**config.mk**
```make
export PLATFORM = sky130hd
export DESIGN_NAME = fpu_special_case_pipe
export DESIGN_NICKNAME = d
export VERILOG_FILES = /design/src/rtl/fpu_psc_pkg.sv /design/src/rtl/fpu_operand_classify.sv /design/src/rtl/fpu_special_case_pipe.sv
export SDC_FILE = /design/constraint.sdc
export NUM_CORES = 1
export LEC_CHECK = 0
export ABC_AREA = 1
export CELL_PAD_IN_SITES_DETAIL_PLACEMENT = 0
export CELL_PAD_IN_SITES_GLOBAL_PLACEMENT = 1
export CORE_MARGIN = 5
export CORE_UTILIZATION = 38
export DETAILED_ROUTE_END_ITERATION = 8
export PLACE_DENSITY_LB_ADDON = 0.1
export REMOVE_ABC_BUFFERS = 1
export SLEW_MARGIN = 20
export SYNTH_ARGS = -nofsm -noshare
export SYNTH_HDL_FRONTEND = slang
export SYNTH_SLANG_ARGS = --single-unit
export TNS_END_PERCENT = 1
```
**constraint.sdc**
```tcl
create_clock -name i_clk -period 3.8 [get_ports i_clk]
set_input_delay 0.57 -clock i_clk [delete_from_list [all_inputs] [get_ports i_clk]]
set_output_delay 0.57 -clock i_clk [all_outputs]
set_load 0.005 [all_outputs]
```
**src/rtl/fpu_psc_pkg.sv**
```systemverilog
// Shared types and constants for the FPU special-case pre-classifier.
package fpu_psc_pkg;

    // Operand class as seen by the special-case rules
    typedef enum logic [2:0] {
        CLS_ZERO,
        CLS_SUB,
        CLS_NORM,
        CLS_INF,
        CLS_NAN
    } cls_e;

    // Result source selected for the downstream datapath
    typedef enum logic [2:0] {
        SEL_NORMAL = 3'd0,
        SEL_ZERO   = 3'd1,
        SEL_INF    = 3'd2,
        SEL_NAN    = 3'd3,
        SEL_PASS_A = 3'd4,
        SEL_PASS_B = 3'd5
    } sel_e;

    localparam logic [1:0] MODE_MUL = 2'd0;
    localparam logic [1:0] MODE_ADD = 2'd1;
    localparam logic [1:0] MODE_SUB = 2'd2;

    // Reserved mode 3 falls back to multiply rules
    function automatic logic is_addsub(input logic [1:0] mode);
        return (mode == MODE_ADD) || (mode == MODE_SUB);
    endfunction

endpackage

```
**src/rtl/fpu_operand_classify.sv**
```systemverilog
// Combinational IEEE-754 operand classifier.
// With FPU_PSC_FTZ_EN defined, subnormals classify as ZERO (sign kept) and are
// forwarded with the fraction cleared; otherwise they pass through unchanged.
module fpu_operand_classify
    import fpu_psc_pkg::*;
#(
    parameter int unsigned SIZE_EXP = 8,
    parameter int unsigned SIZE_MAN = 23
) (
    input  logic [SIZE_EXP+SIZE_MAN:0] op_i,
    output cls_e                       cls_c,
    output logic [SIZE_EXP+SIZE_MAN:0] op_c
);

    localparam int unsigned W = 1 + SIZE_EXP + SIZE_MAN;

    logic [SIZE_EXP-1:0] e_fld;
    logic [SIZE_MAN-1:0] m_fld;

    assign e_fld = op_i[W-2 -: SIZE_EXP];
    assign m_fld = op_i[SIZE_MAN-1:0];

    // Decode class from exponent/fraction fields
    always_comb begin
        cls_c = CLS_NORM;
        op_c  = op_i;
        if (e_fld == '0) begin
            if (m_fld == '0) begin
                cls_c = CLS_ZERO;
            end else begin
`ifdef FPU_PSC_FTZ_EN
                cls_c = CLS_ZERO;
                op_c  = {op_i[W-1], {(W-1){1'b0}}};
`else
                cls_c = CLS_SUB;
`endif
            end
        end else if (&e_fld) begin
            cls_c = (m_fld == '0) ? CLS_INF : CLS_NAN;
        end
    end

endmodule

```
**src/rtl/fpu_special_case_pipe.sv**
```systemverilog
// Two-stage valid/ready special-case pre-classifier for FPU MUL and ADD/SUB.
// Stage 1 registers operands and classes, stage 2 registers the selected
// result source, special word and invalid flag. Optional macro FPU_PSC_FTZ_EN
// enables flush-to-zero of subnormal operands.
module fpu_special_case_pipe
    import fpu_psc_pkg::*;
#(
    parameter int unsigned SIZE_EXP = 8,
    parameter int unsigned SIZE_MAN = 23,
    parameter int unsigned TAG_W    = 4
) (
    input  logic                       i_clk,
    input  logic                       i_rst,
    input  logic                       i_valid,
    output logic                       o_ready,
    input  logic [1:0]                 i_mode,
    input  logic [SIZE_EXP+SIZE_MAN:0] i_op_a,
    input  logic [SIZE_EXP+SIZE_MAN:0] i_op_b,
    input  logic [TAG_W-1:0]           i_tag,
    output logic                       o_valid,
    input  logic                       i_ready,
    output logic [2:0]                 o_sel,
    output logic [SIZE_EXP+SIZE_MAN:0] o_special,
    output logic [SIZE_EXP+SIZE_MAN:0] o_op_a,
    output logic [SIZE_EXP+SIZE_MAN:0] o_op_b,
    output logic [1:0]                 o_mode,
    output logic [TAG_W-1:0]           o_tag,
    output logic                       o_invalid,
    input  logic                       i_flag_clr,
    output logic                       o_invalid_sticky
);

    localparam int unsigned W = 1 + SIZE_EXP + SIZE_MAN;
    localparam logic [W-1:0] QNAN = {1'b0, {SIZE_EXP{1'b1}}, 1'b1, {(SIZE_MAN-1){1'b0}}};

    // Stage 1 state
    logic             s1_valid_q;
    logic [W-1:0]     s1_op_a_q, s1_op_b_q;
    logic [1:0]       s1_mode_q;
    logic [TAG_W-1:0] s1_tag_q;
    cls_e             s1_cls_a_q, s1_cls_b_q;

    // Stage 2 state
    logic             s2_valid_q;
    logic [W-1:0]     s2_op_a_q, s2_op_b_q;
    logic [1:0]       s2_mode_q;
    logic [TAG_W-1:0] s2_tag_q;
    sel_e             s2_sel_q;
    logic [W-1:0]     s2_special_q;
    logic             s2_invalid_q;
    logic             sticky_q;

    // Classifier outputs and stage-2 next state
    cls_e         cls_a_c, cls_b_c;
    logic [W-1:0] op_a_fwd_c, op_b_fwd_c;
    sel_e         sel_d;
    logic [W-1:0] special_d;
    logic         invalid_d;
    logic         sticky_d;

    logic s1_advance;
    logic out_hs;

    assign s1_advance = ~s2_valid_q | i_ready;
    assign o_ready    = ~s1_valid_q | s1_advance;
    assign out_hs     = s2_valid_q & i_ready;

    fpu_operand_classify #(.SIZE_EXP(SIZE_EXP), .SIZE_MAN(SIZE_MAN)) u_cls_a (
        .op_i  (i_op_a),
        .cls_c (cls_a_c),
        .op_c  (op_a_fwd_c)
    );

    fpu_operand_classify #(.SIZE_EXP(SIZE_EXP), .SIZE_MAN(SIZE_MAN)) u_cls_b (
        .op_i  (i_op_b),
        .cls_c (cls_b_c),
        .op_c  (op_b_fwd_c)
    );

    // Stage 1 register: capture operands and classes when the slot frees
    always_ff @(posedge i_clk) begin
        if (i_rst) begin
            s1_valid_q <= 1'b0;
            s1_op_a_q  <= '0;
            s1_op_b_q  <= '0;
            s1_mode_q  <= '0;
            s1_tag_q   <= '0;
            s1_cls_a_q <= CLS_ZERO;
            s1_cls_b_q <= CLS_ZERO;
        end else if (o_ready) begin
            s1_valid_q <= i_valid;
            s1_op_a_q  <= op_a_fwd_c;
            s1_op_b_q  <= op_b_fwd_c;
            s1_mode_q  <= i_mode;
            s1_tag_q   <= i_tag;
            s1_cls_a_q <= cls_a_c;
            s1_cls_b_q <= cls_b_c;
        end
    end

    logic sa, sb, sb_eff, sx, addsub;
    logic a_zero, b_zero, a_inf, b_inf, any_nan;

    assign addsub  = is_addsub(s1_mode_q);
    assign sa      = s1_op_a_q[W-1];
    assign sb      = s1_op_b_q[W-1];
    assign sb_eff  = sb ^ (s1_mode_q == MODE_SUB);
    assign sx      = sa ^ sb;
    assign a_zero  = (s1_cls_a_q == CLS_ZERO);
    assign b_zero  = (s1_cls_b_q == CLS_ZERO);
    assign a_inf   = (s1_cls_a_q == CLS_INF);
    assign b_inf   = (s1_cls_b_q == CLS_INF);
    assign any_nan = (s1_cls_a_q == CLS_NAN) | (s1_cls_b_q == CLS_NAN);

    // Special-case rule tables, first match wins
    always_comb begin
        sel_d     = SEL_NORMAL;
        special_d = '0;
        invalid_d = 1'b0;
        if (any_nan) begin
            sel_d     = SEL_NAN;
            special_d = QNAN;
        end else if (!addsub) begin
            if ((a_inf & b_zero) | (a_zero & b_inf)) begin
                sel_d     = SEL_NAN;
                special_d = QNAN;
                invalid_d = 1'b1;
            end else if (a_inf | b_inf) begin
                sel_d     = SEL_INF;
                special_d = {sx, {SIZE_EXP{1'b1}}, {SIZE_MAN{1'b0}}};
            end else if (a_zero | b_zero) begin
                sel_d     = SEL_ZERO;
                special_d = {sx, {(W-1){1'b0}}};
            end
        end else begin
            if (a_inf & b_inf & (sa != sb_eff)) begin
                sel_d     = SEL_NAN;
                special_d = QNAN;
                invalid_d = 1'b1;
            end else if (a_inf) begin
                sel_d     = SEL_INF;
                special_d = {sa, {SIZE_EXP{1'b1}}, {SIZE_MAN{1'b0}}};
            end else if (b_inf) begin
                sel_d     = SEL_INF;
                special_d = {sb_eff, {SIZE_EXP{1'b1}}, {SIZE_MAN{1'b0}}};
            end else if (a_zero & b_zero) begin
                sel_d     = SEL_ZERO;
                special_d = {sa & sb_eff, {(W-1){1'b0}}};
            end else if (a_zero) begin
                sel_d     = SEL_PASS_B;
                special_d = {sb_eff, s1_op_b_q[W-2:0]};
            end else if (b_zero) begin
                sel_d     = SEL_PASS_A;
                special_d = s1_op_a_q;
            end
        end
    end

    // Stage 2 register: capture decision when output slot empties or drains
    always_ff @(posedge i_clk) begin
        if (i_rst) begin
            s2_valid_q   <= 1'b0;
            s2_op_a_q    <= '0;
            s2_op_b_q    <= '0;
            s2_mode_q    <= '0;
            s2_tag_q     <= '0;
            s2_sel_q     <= SEL_NORMAL;
            s2_special_q <= '0;
            s2_invalid_q <= 1'b0;
        end else if (s1_advance) begin
            s2_valid_q   <= s1_valid_q;
            s2_op_a_q    <= s1_op_a_q;
            s2_op_b_q    <= s1_op_b_q;
            s2_mode_q    <= s1_mode_q;
            s2_tag_q     <= s1_tag_q;
            s2_sel_q     <= sel_d;
            s2_special_q <= special_d;
            s2_invalid_q <= invalid_d;
        end
    end

    // Sticky invalid next state: set on invalid handshake beats clear
    always_comb begin
        sticky_d = sticky_q;
        if (i_flag_clr) sticky_d = 1'b0;
        if (out_hs & s2_invalid_q) sticky_d = 1'b1;
    end

    // Sticky invalid register
    always_ff @(posedge i_clk) begin
        if (i_rst) sticky_q <= 1'b0;
        else       sticky_q <= sticky_d;
    end

    assign o_valid          = s2_valid_q;
    assign o_sel            = s2_sel_q;
    assign o_special        = s2_special_q;
    assign o_op_a           = s2_op_a_q;
    assign o_op_b           = s2_op_b_q;
    assign o_mode           = s2_mode_q;
    assign o_tag            = s2_tag_q;
    assign o_invalid        = s2_invalid_q;
    assign o_invalid_sticky = sticky_q;

endmodule

```
## After elaboration in Yosys (flattened, before gate mapping)

Index checks and enable logic that the tools add are counted.

| operators by class | value |
|---|---|
| bitwise operators | 18 |
| reductions and logical operators | 10 |
| muxes and demuxes | 36 |
| equality and inequality tests | 7 |

Operators by type and width:

| cell | count |
|---|---|
| 32-bit two-way mux | 11 |
| 23-bit logical NOT | 2 |
| 3-bit two-way mux | 14 |
| 8-bit logical NOT | 2 |
| 8-bit AND reduction | 2 |
| 1-bit two-way mux | 9 |
| 1-bit bitwise AND | 8 |
| 3-bit by 2-bit equality test with 1-bit output (second input constant) | 2 |
| 3-bit equality test (second input constant) | 2 |
| 3-bit logical NOT | 2 |
| 1-bit OR | 6 |
| 2-bit two-way mux | 2 |
| 2-bit by 1-bit equality test with 1-bit output (second input constant) | 1 |
| 2-bit equality test (second input constant) | 1 |
| 1-bit inverter | 2 |
| 2-bit nonzero test | 1 |
| 1-bit bitwise XOR | 2 |
| 1-bit logical OR | 1 |
| 1-bit inequality test | 1 |

| storage, ports and cells | value |
|---|---|
| logic and storage cells | 87 |
| bits in registers | 185 |
| bits of input ports | 75 |
| output and inout port bits | 109 |

## Depth between registers and ports, before layout

Gate-level depths: netlist of the first run.

| logic depth | value |
|---|---|
| depth after elaboration | 9 |
| depth in mapped cells | 14 |
| depth with buffers taken out | 13 |

## Hierarchy

A second synthesis of the first run with hierarchy kept.

| unflattened totals | value |
|---|---|
| cells, all modules | 1,081 |
| area, all modules | 8,156.6 um^2 |

By module, submodules not included:

| module | cells each | area each (um^2) | times used |
|---|---|---|---|
| fpu_special_case_pipe | 941 | 7,333.3 | 1 |
| fpu_operand_classify | 70 | 411.6 | 2 |

## Worst setup path before layout of the first run

Ideal clock, no wire load.

| path | value |
|---|---|
| kind | input to output |
| start | in i_ready |
| end | out o_ready |
| cell stages on the path | 6 |
| slack | 1.913 ns |
| data arrival time | 1.317 ns |
| required time | 3.230 ns |
| buffers on the path | 2 |
| cells stage by stage | nor2_4 -> inv_4 -> nor2_4 -> inv_2 -> buf_2 -> buf_2 |

| on the way | value |
|---|---|
| cells in the longest elaborated chain, start to end | 2 |

RTL lines:

| element | RTL line | text |
|---|---|---|
| start: declaration | fpu_special_case_pipe.sv:21 | `input logic i_ready,` |
| 1-bit OR | fpu_special_case_pipe.sv:64 | `assign s1_advance = ~s2_valid_q \| i_ready;` |
| 1-bit OR | fpu_special_case_pipe.sv:65 | `assign o_ready = ~s1_valid_q \| s1_advance;` |
| end: declaration | fpu_special_case_pipe.sv:15 | `output logic o_ready,` |

Every way passes these cells.

## Worst setup path after layout of the first run

| path | value |
|---|---|
| start | reg s1_cls_b_q[0] |
| end | reg s2_special_q[22], in the netlist o_special[22] |

| on the way | value |
|---|---|
| cells in the longest elaborated chain, start to end | 9 |
| elaborated cells on any way between the ends | 21 |

RTL lines:

| element | RTL line | text |
|---|---|---|
| start: declaration | fpu_special_case_pipe.sv:41 | `cls_e s1_cls_a_q, s1_cls_b_q;` |
| start signal: assignment | fpu_special_case_pipe.sv:97 | `s1_cls_b_q <= cls_b_c;` |
| 3-bit logical NOT | fpu_special_case_pipe.sv:110 | `assign b_zero = (s1_cls_b_q == CLS_ZERO);` |
| 32-bit two-way mux | fpu_special_case_pipe.sv:152 | `end else if (b_zero) begin` |
| 32-bit two-way mux | fpu_special_case_pipe.sv:149 | `end else if (a_zero) begin` |
| 32-bit two-way mux | fpu_special_case_pipe.sv:146 | `end else if (a_zero & b_zero) begin` |
| 32-bit two-way mux | fpu_special_case_pipe.sv:143 | `end else if (b_inf) begin` |
| 32-bit two-way mux | fpu_special_case_pipe.sv:140 | `end else if (a_inf) begin` |
| 32-bit two-way mux | fpu_special_case_pipe.sv:136 | `if (a_inf & b_inf & (sa != sb_eff)) begin` |
| 32-bit two-way mux | fpu_special_case_pipe.sv:123 | `end else if (!addsub) begin` |
| 32-bit two-way mux (*) | fpu_special_case_pipe.sv:120 | `if (any_nan) begin` |
| end signal: assignment | fpu_special_case_pipe.sv:177 | `s2_special_q <= special_d;` |
| end: declaration | fpu_special_case_pipe.sv:49 | `logic [W-1:0] s2_special_q;` |

Every way passes the cells marked *; elsewhere a longest branch is shown, timed or not.
A chain may end at the register's enable or synchronous reset.

==> out/summary.md, run 1 <==
The run finished with clean final reports. The die covers 0.0222 sq mm. The worst hold path class was flip-flop to flip-flop. In this run, the combinational gates consume 12.0% of the power. Of the post-synthesis cell area, the dominant cell type holds 50.4%. The shortest period the worst path allows is 2480 ps. Once the floorplan was initialized, standard cells occupied 38.9% of the core. The switching portion of total power works out to 25.7%.

After routing the design area is 0.00989 sq mm. The floorplan die width was 149 microns. The tools report the total global routing overflow as 0. Ranked by total cell area, the synthesized netlist is headed by dfxtp_1, o21ai_0, a21oi_1. In the final design database the tool counted 1196 nets. Setup repair after global routing left no endpoint under its margin.

During placement, the flow inserted port buffers numbering 183. The clock slew at the register clock pins of the worst setup and hold paths was 70 ps; the post-CTS setup buffer count was 0. The run gives 0 as the final count of hold timing violations. Across the VDD grid, the largest voltage drop is 0.307 mV. The count of final max-slew check failures is 0, and the worst-path maximum fanout is 23. The repair_antennas step left the layout with diodes totalling 0.

The average vias per placed instance came out at 4.89. The synthesized area per cell came out at 7.58 sq um. CTS built an H-tree with a depth of 4. In this run, distinct cell masters in the synthesized netlist total 27. For the pin with the worst max-slew slack, the measured transition is 776 ps. The number of top-level design ports was 184; the maximum clock insertion buffer count was 2. From bottom edge to top edge, the die measures 149 microns. The share of async-settable or async-resettable flops after synthesis is 0%. The post-DP HPWL was 13.9 mm; the DRC violation count after routing was 0. The root buffer cell chosen for the clock tree is clkbuf_16. The wire length of the first global-routing pass is 33.8 mm.

The analysis attributes to cell leakage a power of 4.04 nW. Global routing used 19.0% of the available tracks. Summing all multi-input logic gate instances after layout gives 0.00294 sq mm. The run gives 6798 as the count of vias placed by the detailed router. Of all cell types, the one taking the most synthesized area is dfxtp_1. Measured in cells, the most critical reg-to-reg path has a length of 13. After detailed placement, the total cell area comes to 0.00932 sq mm. The worst register-to-register path ends at o_special[22]. Cells with a size suffix above 1 make up 4.87% of the layout.

The relative slew slack was 48.3%; the core area was 0.0189 sq mm. The number of nets with antenna violations after routing is 0, and the worst setup skew after layout is 9.18 ps. Sequential cells burn 48.6% of the power.

Counting instances in the post-synthesis netlist gives the leading cell types as dfxtp_1, o21ai_0, a21oi_1, nor2_1, inv_1. Max-cap violations in this run came to 0. Entering global routing, the biggest net connects 82 pins.

The number of instances resized during post-cts repair came out at 0. The logs give 185 for the number of sinks on the clock net and 21.5 mm for the routed wire length. The area added between synthesis and finish works out to 34.5%. After technology mapping, the gate count stands at 970.

For the initial antenna violation count, the log shows 0. Setup violations remaining at the end of the flow were counted as 0. STA classifies the critical path startpoint as a flip-flop.

For this run, the leading register cell type out of synthesis is dfxtp_1. For this design, the CTS-stage hold fixing added 0 buffers. The critical path is of the flip-flop to flip-flop type. Power per cell area: 438 mW/mm^2. The tools report the number of rows in the core area as 50. For this run, the detailed router's first-pass iteration total came to 4.

Synthesis inferred 185 register bits. During synthesis, Yosys emitted a total of 0 warnings. The run gives 0.817 as the weighted congestion reported at the end of routability-driven placement.

Number of enable flip-flop cells after synthesis: 0. The tools report the source of the worst register-to-register timing path as s1_cls_b_q[0]. The run gives 6375 as the number of global-route vias before repair. The share of total power dissipated in the clock network is 39.4%. Based on the critical path, the design can be clocked at up to 0.404 GHz.

In this run, the number of DRC markers left after iteration 0 of detailed routing was 317. The synthesized netlist occupies a cell area of 0.00735 sq mm. The setup check on the worst reg-to-reg path leaves a slack of 1320 ps. In the final layout, flip-flops and latches occupy 0.00370 sq mm. The most critical setup path has its startpoint at s1_cls_b_q[0].

The portion of the clock cycle consumed by the worst path in the final layout is 65.2%. dfxtp_1 is the most common cell in the netlist. After filler insertion, the fill cell instance count of the layout stands at 1908.

In the final routed layout, each cell accounts on average for 15.5 microns. TritonCTS built the clock tree. For this design the total switching power over the nets is 1.11 mW. The tools report the required time at the worst-slack endpoint as 4120 ps. At the later pin of the worst-skew pair, clock insertion delay measures 430 ps. Cell internal power was estimated by the tool at 3.22 mW. Sequential cells were found to cover 50.4% of the synthesized design area. Following the worst setup path forward leads to its endpoint at o_special[22]. The logs give 2800 ps for the data arrival time of the worst path and 0 ps for the total negative setup slack. The post-route worst hold slack is 464 ps, and the clock buffer count from CTS is 17. The worst setup path is captured at a flip-flop.
-- flip-flops by register name (all words and copies together), names as in the netlist --
name	count
o_op_b	32
s1_valid_q	1
s1_mode_q	2
o_invalid	1
o_mode	2
o_sel	3
s1_tag_q	4
o_special	32
s1_op_a_q	32
o_tag	4
o_valid	1
o_op_a	32
o_invalid_sticky	1
s1_cls_a_q	3
s1_cls_b_q	3
s1_op_b_q	32
-- cells by family after synthesis --
group,share of synthesized area (%)
AOI/OAI and AO/OA,23.0
DFF,50.4
xor gates and xnor gates,0.238
adders and majority gates,0.851
buffers and inverters,9.57
and+or+nand+nor,15.9
-- area by class of cell --
class,count,share of cell area [%]
Multi-Input combinational cell,606,29.8
Timing Repair Buffer,194,19.4
Tap cell,260,3.29
Sequential cell,185,37.5
Inverter,112,4.30
Clock inverter,15,1.44
Clock buffer,17,4.30
-- worst min-delay path by stage --
stage / slack (ps) / cells past startpoint / endpoint / startpoint
floorplan: 450 / 2 / o_op_a[22] / s1_op_a_q[22]
finish: 460 / 2 / o_special[2] / o_special[2]
global route: 480 / 2 / o_special[2] / o_special[2]
detailed placement: 460 / 2 / o_special[2] / o_special[2]
CTS: 470 / 2 / o_special[20] / o_special[20]
global placement: 450 / 2 / o_special[8] / o_special[8]
-- per-layer routing --
layer,vias to the layer above,GRT usage (%),part of all wire [%]
li1,3516,-,-
met1,3106,25.7,48
met2,163,31.1,46
met3,13,4.10,4.9
met4,0,4.44,1.1
met5,-,0,0
-- power groups by stage --
stage	clock (mW)	sequential, mW	combinational, mW
2_1_floorplan	0	2.14	0.221
3_3_place_gp	0	2.15	0.519
3_5_place_dp	0	2.15	0.523
4_1_cts	1.75	2.10	0.527
5_1_grt	1.83	2.11	0.579
6_report	1.71	2.10	0.520
-- critical path: stages (launching register included) --
cell      delay (ps)
dfxtp_1          330
nor2_1           170
nand2_1          300
inv_1            190
buf_4            340
ha_1             210
inv_1             80
nand2_1          110
nor2_2            40
buf_4            220
o211ai_1         120
nand2_1           70
o21bai_1         120
inv_1             50
-- metrics by stage --
stage / util (%) / total power [mW] / instances / worst slack (ps)
4_1_cts: 52.3 / 4.38 / 1389 / 1320
3_5_place_dp: 49.3 / 2.67 / 1357 / 1080
2_1_floorplan: - / 2.36 / 903 / 44.3
3_3_place_gp: 49.3 / 2.67 / 1357 / 1120
6_report: 52.3 / 4.33 / 1389 / 1320
5_1_grt: 52.3 / 4.53 / 1389 / 1100
-- cell usage in the layout (no fill, tap or decap) --
master / instances
clkinv_4: 1
nand3_2: 1
inv_6: 3
clkdlybuf4s50_1: 182
o21a_1: 1
a31oi_2: 1
bufinv_16: 1
o21ai_0: 163
o211ai_1: 9
nor2_2: 2
nor3_1: 1
xnor2_1: 2
inv_4: 2
buf_2: 1
o21bai_1: 1
dfxtp_1: 185
nor2_1: 120
clkinv_2: 2
inv_1: 109
clkinvlp_4: 6
inv_2: 1
o21ai_1: 20
nand2_2: 1
nand2_1: 55
a21oi_1: 135
ha_1: 5
buf_12: 1
nor2_4: 2
inv_8: 2
clkbuf_16: 17
or2_2: 1
a31oi_1: 1
nand3_1: 66
nand4_1: 19
buf_4: 10
Note: power is estimated with default switching activity, not from simulation.
==> inputs of run 2 (changes only) <==
--- a/config.mk
+++ b/config.mk
@@ -9,7 +9,7 @@
 export CELL_PAD_IN_SITES_DETAIL_PLACEMENT = 0
 export CELL_PAD_IN_SITES_GLOBAL_PLACEMENT = 1
 export CORE_MARGIN = 5
-export CORE_UTILIZATION = 38
+export CORE_UTILIZATION = 35
 export DETAILED_ROUTE_END_ITERATION = 8
 export PLACE_DENSITY_LB_ADDON = 0.1
 export REMOVE_ABC_BUFFERS = 1
==> constraint.sdc (replaced) <==
create_clock -name i_clk -period 2.5 [get_ports i_clk]
set_input_delay 0.375 -clock i_clk [delete_from_list [all_inputs] [get_ports i_clk]]
set_output_delay 0.375 -clock i_clk [all_outputs]
set_load 0.005 [all_outputs]
==> out/summary.md, run 2 (synthesis results as in run 1) <==
The post-DP HPWL is 14.2 mm (+2.4%). The post-CTS setup buffer count was 0 (unchanged); the initial core utilization was 35.3% (-3.6 points). TritonCTS built the clock tree. The logs give 48.3% (-4.0 points) for the share of the core filled with cells in the final layout and 4.12 nW (+2.0%) for the leakage power. The final count of hold timing violations came out at 0 (unchanged). The total negative setup slack came out at 0 ps (unchanged). The number of failing setup endpoints in the final timing report came out at 0 (unchanged). The power per cell area is 679 mW/mm^2 (+55%), and the transition at the pin with the smallest max-transition slack is 680 ps (-95.9 ps). STA classifies the critical path endpoint as a primary output. For the number of sinks on the clock net, the log shows 185 (unchanged). Final routed wire length divided by cell count: 15.5 microns (+0.26%). STA classifies the critical path startpoint as an input pin. The post-route cell area is 0.0101 sq mm (+1.7%), and the number of search-and-repair iterations in the first detailed-routing pass is 5 (+1). The logs give 430 ps (about the same) for the insertion delay of the later-clocked pin in the worst-skew pair and 0 (unchanged) for the hold buffer count at cts.

The run gives 1200 (+0.33%) as the final-stage net count. The worst setup skew after layout was 9.44 ps (+0.265 ps). The flow ran to the end, and the final reports show no timing, DRC or antenna violations. The CTS H-tree depth was 4 (unchanged). The number of global-route vias before repair is 6144 (-3.6%), and the instance area after placement is 0.00944 sq mm (+1.3%). The largest voltage drop on the vdd net came out at 0.386 mV (+26%). The type of the setup path with the least slack is input pin to primary output. The count of vias placed by the detailed router is 6772 (-0.38%). The tools report the relative slew slack as 54.7% (+6.4 points). Setup repair after global routing left no endpoint under its margin. The initial antenna violation count is 0 (unchanged). The number of antenna repair diodes was 0 (unchanged).

The count of max-cap constraint violations was 0 (unchanged). In the layout the commonest cells are dfxtp_1, clkdlybuf4s50_1, o21ai_0. The area of the multi-input gates is 0.00294 sq mm (unchanged), and the wire length of the first global-routing pass is 34.1 mm (+0.83%). The average vias per placed instance is 4.81 (-1.7%), and the DRC violation count after routing is 0 (unchanged). The number of filler cells placed in the layout was 2163 (+13%); the area added between synthesis and finish was 36.9%. Static timing analysis puts the maximum clock frequency at 0.463 GHz.

Pin count of the biggest net entering global routing: 116 (+41%). The tools report the clock buffer count from CTS as 17 (unchanged). The total die area was 0.0240 sq mm (+8.0%).

The number of instances resized during post-cts repair is 0 (unchanged). The count of final max-slew check failures is 0 (unchanged). The number of top-level design ports is 184 (unchanged), and the number of rows in the core area is 53 (+6.0%). The post-route worst hold slack was 383 ps (-80.3 ps). The tools report the buffer type at the clock tree root as clkbuf_16.

For the total global routing overflow, the log shows 0 (unchanged). The weighted congestion reported at the end of routability-driven placement is 0.764 (-6.5%). The die span in y came out at 155 microns (+3.9%).

The total of buffers placed on input and output ports is 183 (unchanged). The core area was 0.0208 sq mm (+10%); the routed wire length was 21.8 mm (+1.6%). The library cell used most frequently in the layout, excluding fill and tap cells, is dfxtp_1.

The clock period could shrink to 2160 ps. The tightest min-delay check is of the input pin to flip-flop type. For the detailed router's first-iteration violation count, the log shows 348 (+9.8%). Maximum clock insertion buffer count: 2 (unchanged). The data arrival time of the worst path is 1780 ps (-1020 ps), and the portion of the clock cycle consumed by the worst path in the final layout is 86.3%.

The required time at the worst-slack endpoint is 2120 ps (-2000 ps), and the floorplan die width is 155 microns (+3.9%). The worst-path maximum fanout was 3 (-87%); the combined global-route utilization of all metal layers was 17.9% (-1.1 points). The logs give 342 ps (-981 ps) for the final worst slack and 0 (unchanged) for the number of nets with antenna violations after routing.

Clock slew at the register clock pins of the worst setup and hold paths: 70 ps (about the same). The share of layout cells above drive strength 1 was 5.12% (+0.25 points); the flip-flop and latch area was 0.00370 sq mm (unchanged). The tools report the worst-case setup slack after placement as 317 ps (-764 ps).
## run 2: final timing paths
kind	cells after the start	end	slack (ps)	start
setup reg to reg	10	o_special[10]	500	s1_cls_a_q[0]
setup / recovery	6	o_ready	340	i_ready
hold reg to reg	2	o_invalid_sticky	460	o_invalid_sticky
hold / removal	4	s1_op_b_q[0]	380	i_rst
## run 2: final cells by class
class / instances / area share, %
sequential: 185 / 36.8
multi-input combinational: 606 / 29.2
timing repair buffer: 198 / 20.2
clock buffer: 18 / 4.27
inverter: 112 / 4.23
tap: 275 / 3.42
clock inverter: 14 / 1.87
## run 2: metal layers
metal | up-vias | routed length [microns] | global-route usage [%]
li1 | 3531 | - | -
met1 | 3075 | 10400 | 24.2
met2 | 155 | 10200 | 29.0
met3 | 11 | 1040 | 4.34
met4 | 0 | 167 | 3.95
met5 | - | 0 | 0
## run 2: worst max-delay path, cell delays in order
cell,delay (ps)
clkdlybuf4s50_1,460
nor2_4,160
inv_4,60
nor2_4,150
inv_2,120
clkdlybuf4s50_1,460
## run 2: where the power goes
| part | switching, mW | total [mW] | internal [mW] |
|---|---|---|---|
| registers | 0.0879 | 3.20 | 3.11 |
| logic | 0.401 | 0.805 | 0.404 |
| clock network | 1.23 | 2.83 | 1.60 |
| total | 1.72 | 6.83 | 5.12 |
## run 2: stage by stage
| step | power, mW | instances |
|---|---|---|
| after global routing | 7.15 | 1408 |
| after global placement | 4.08 | 1376 |
| final | 6.83 | 1408 |
| after CTS | 6.92 | 1408 |
| after detailed placement | 4.08 | 1376 |
| after floorplan | 3.59 | 903 |
==> inputs of run 3 (changes only) <==
--- a/config.mk
+++ b/config.mk
@@ -6,6 +6,7 @@
 export NUM_CORES = 1
 export LEC_CHECK = 0
 export ABC_AREA = 1
+export ABC_CLOCK_PERIOD_IN_PS = 2500
 export CELL_PAD_IN_SITES_DETAIL_PLACEMENT = 0
 export CELL_PAD_IN_SITES_GLOBAL_PLACEMENT = 1
 export CORE_MARGIN = 5
==> results of run 3 <==
The final DEF is identical to that of run 2; final timing and power are the same.
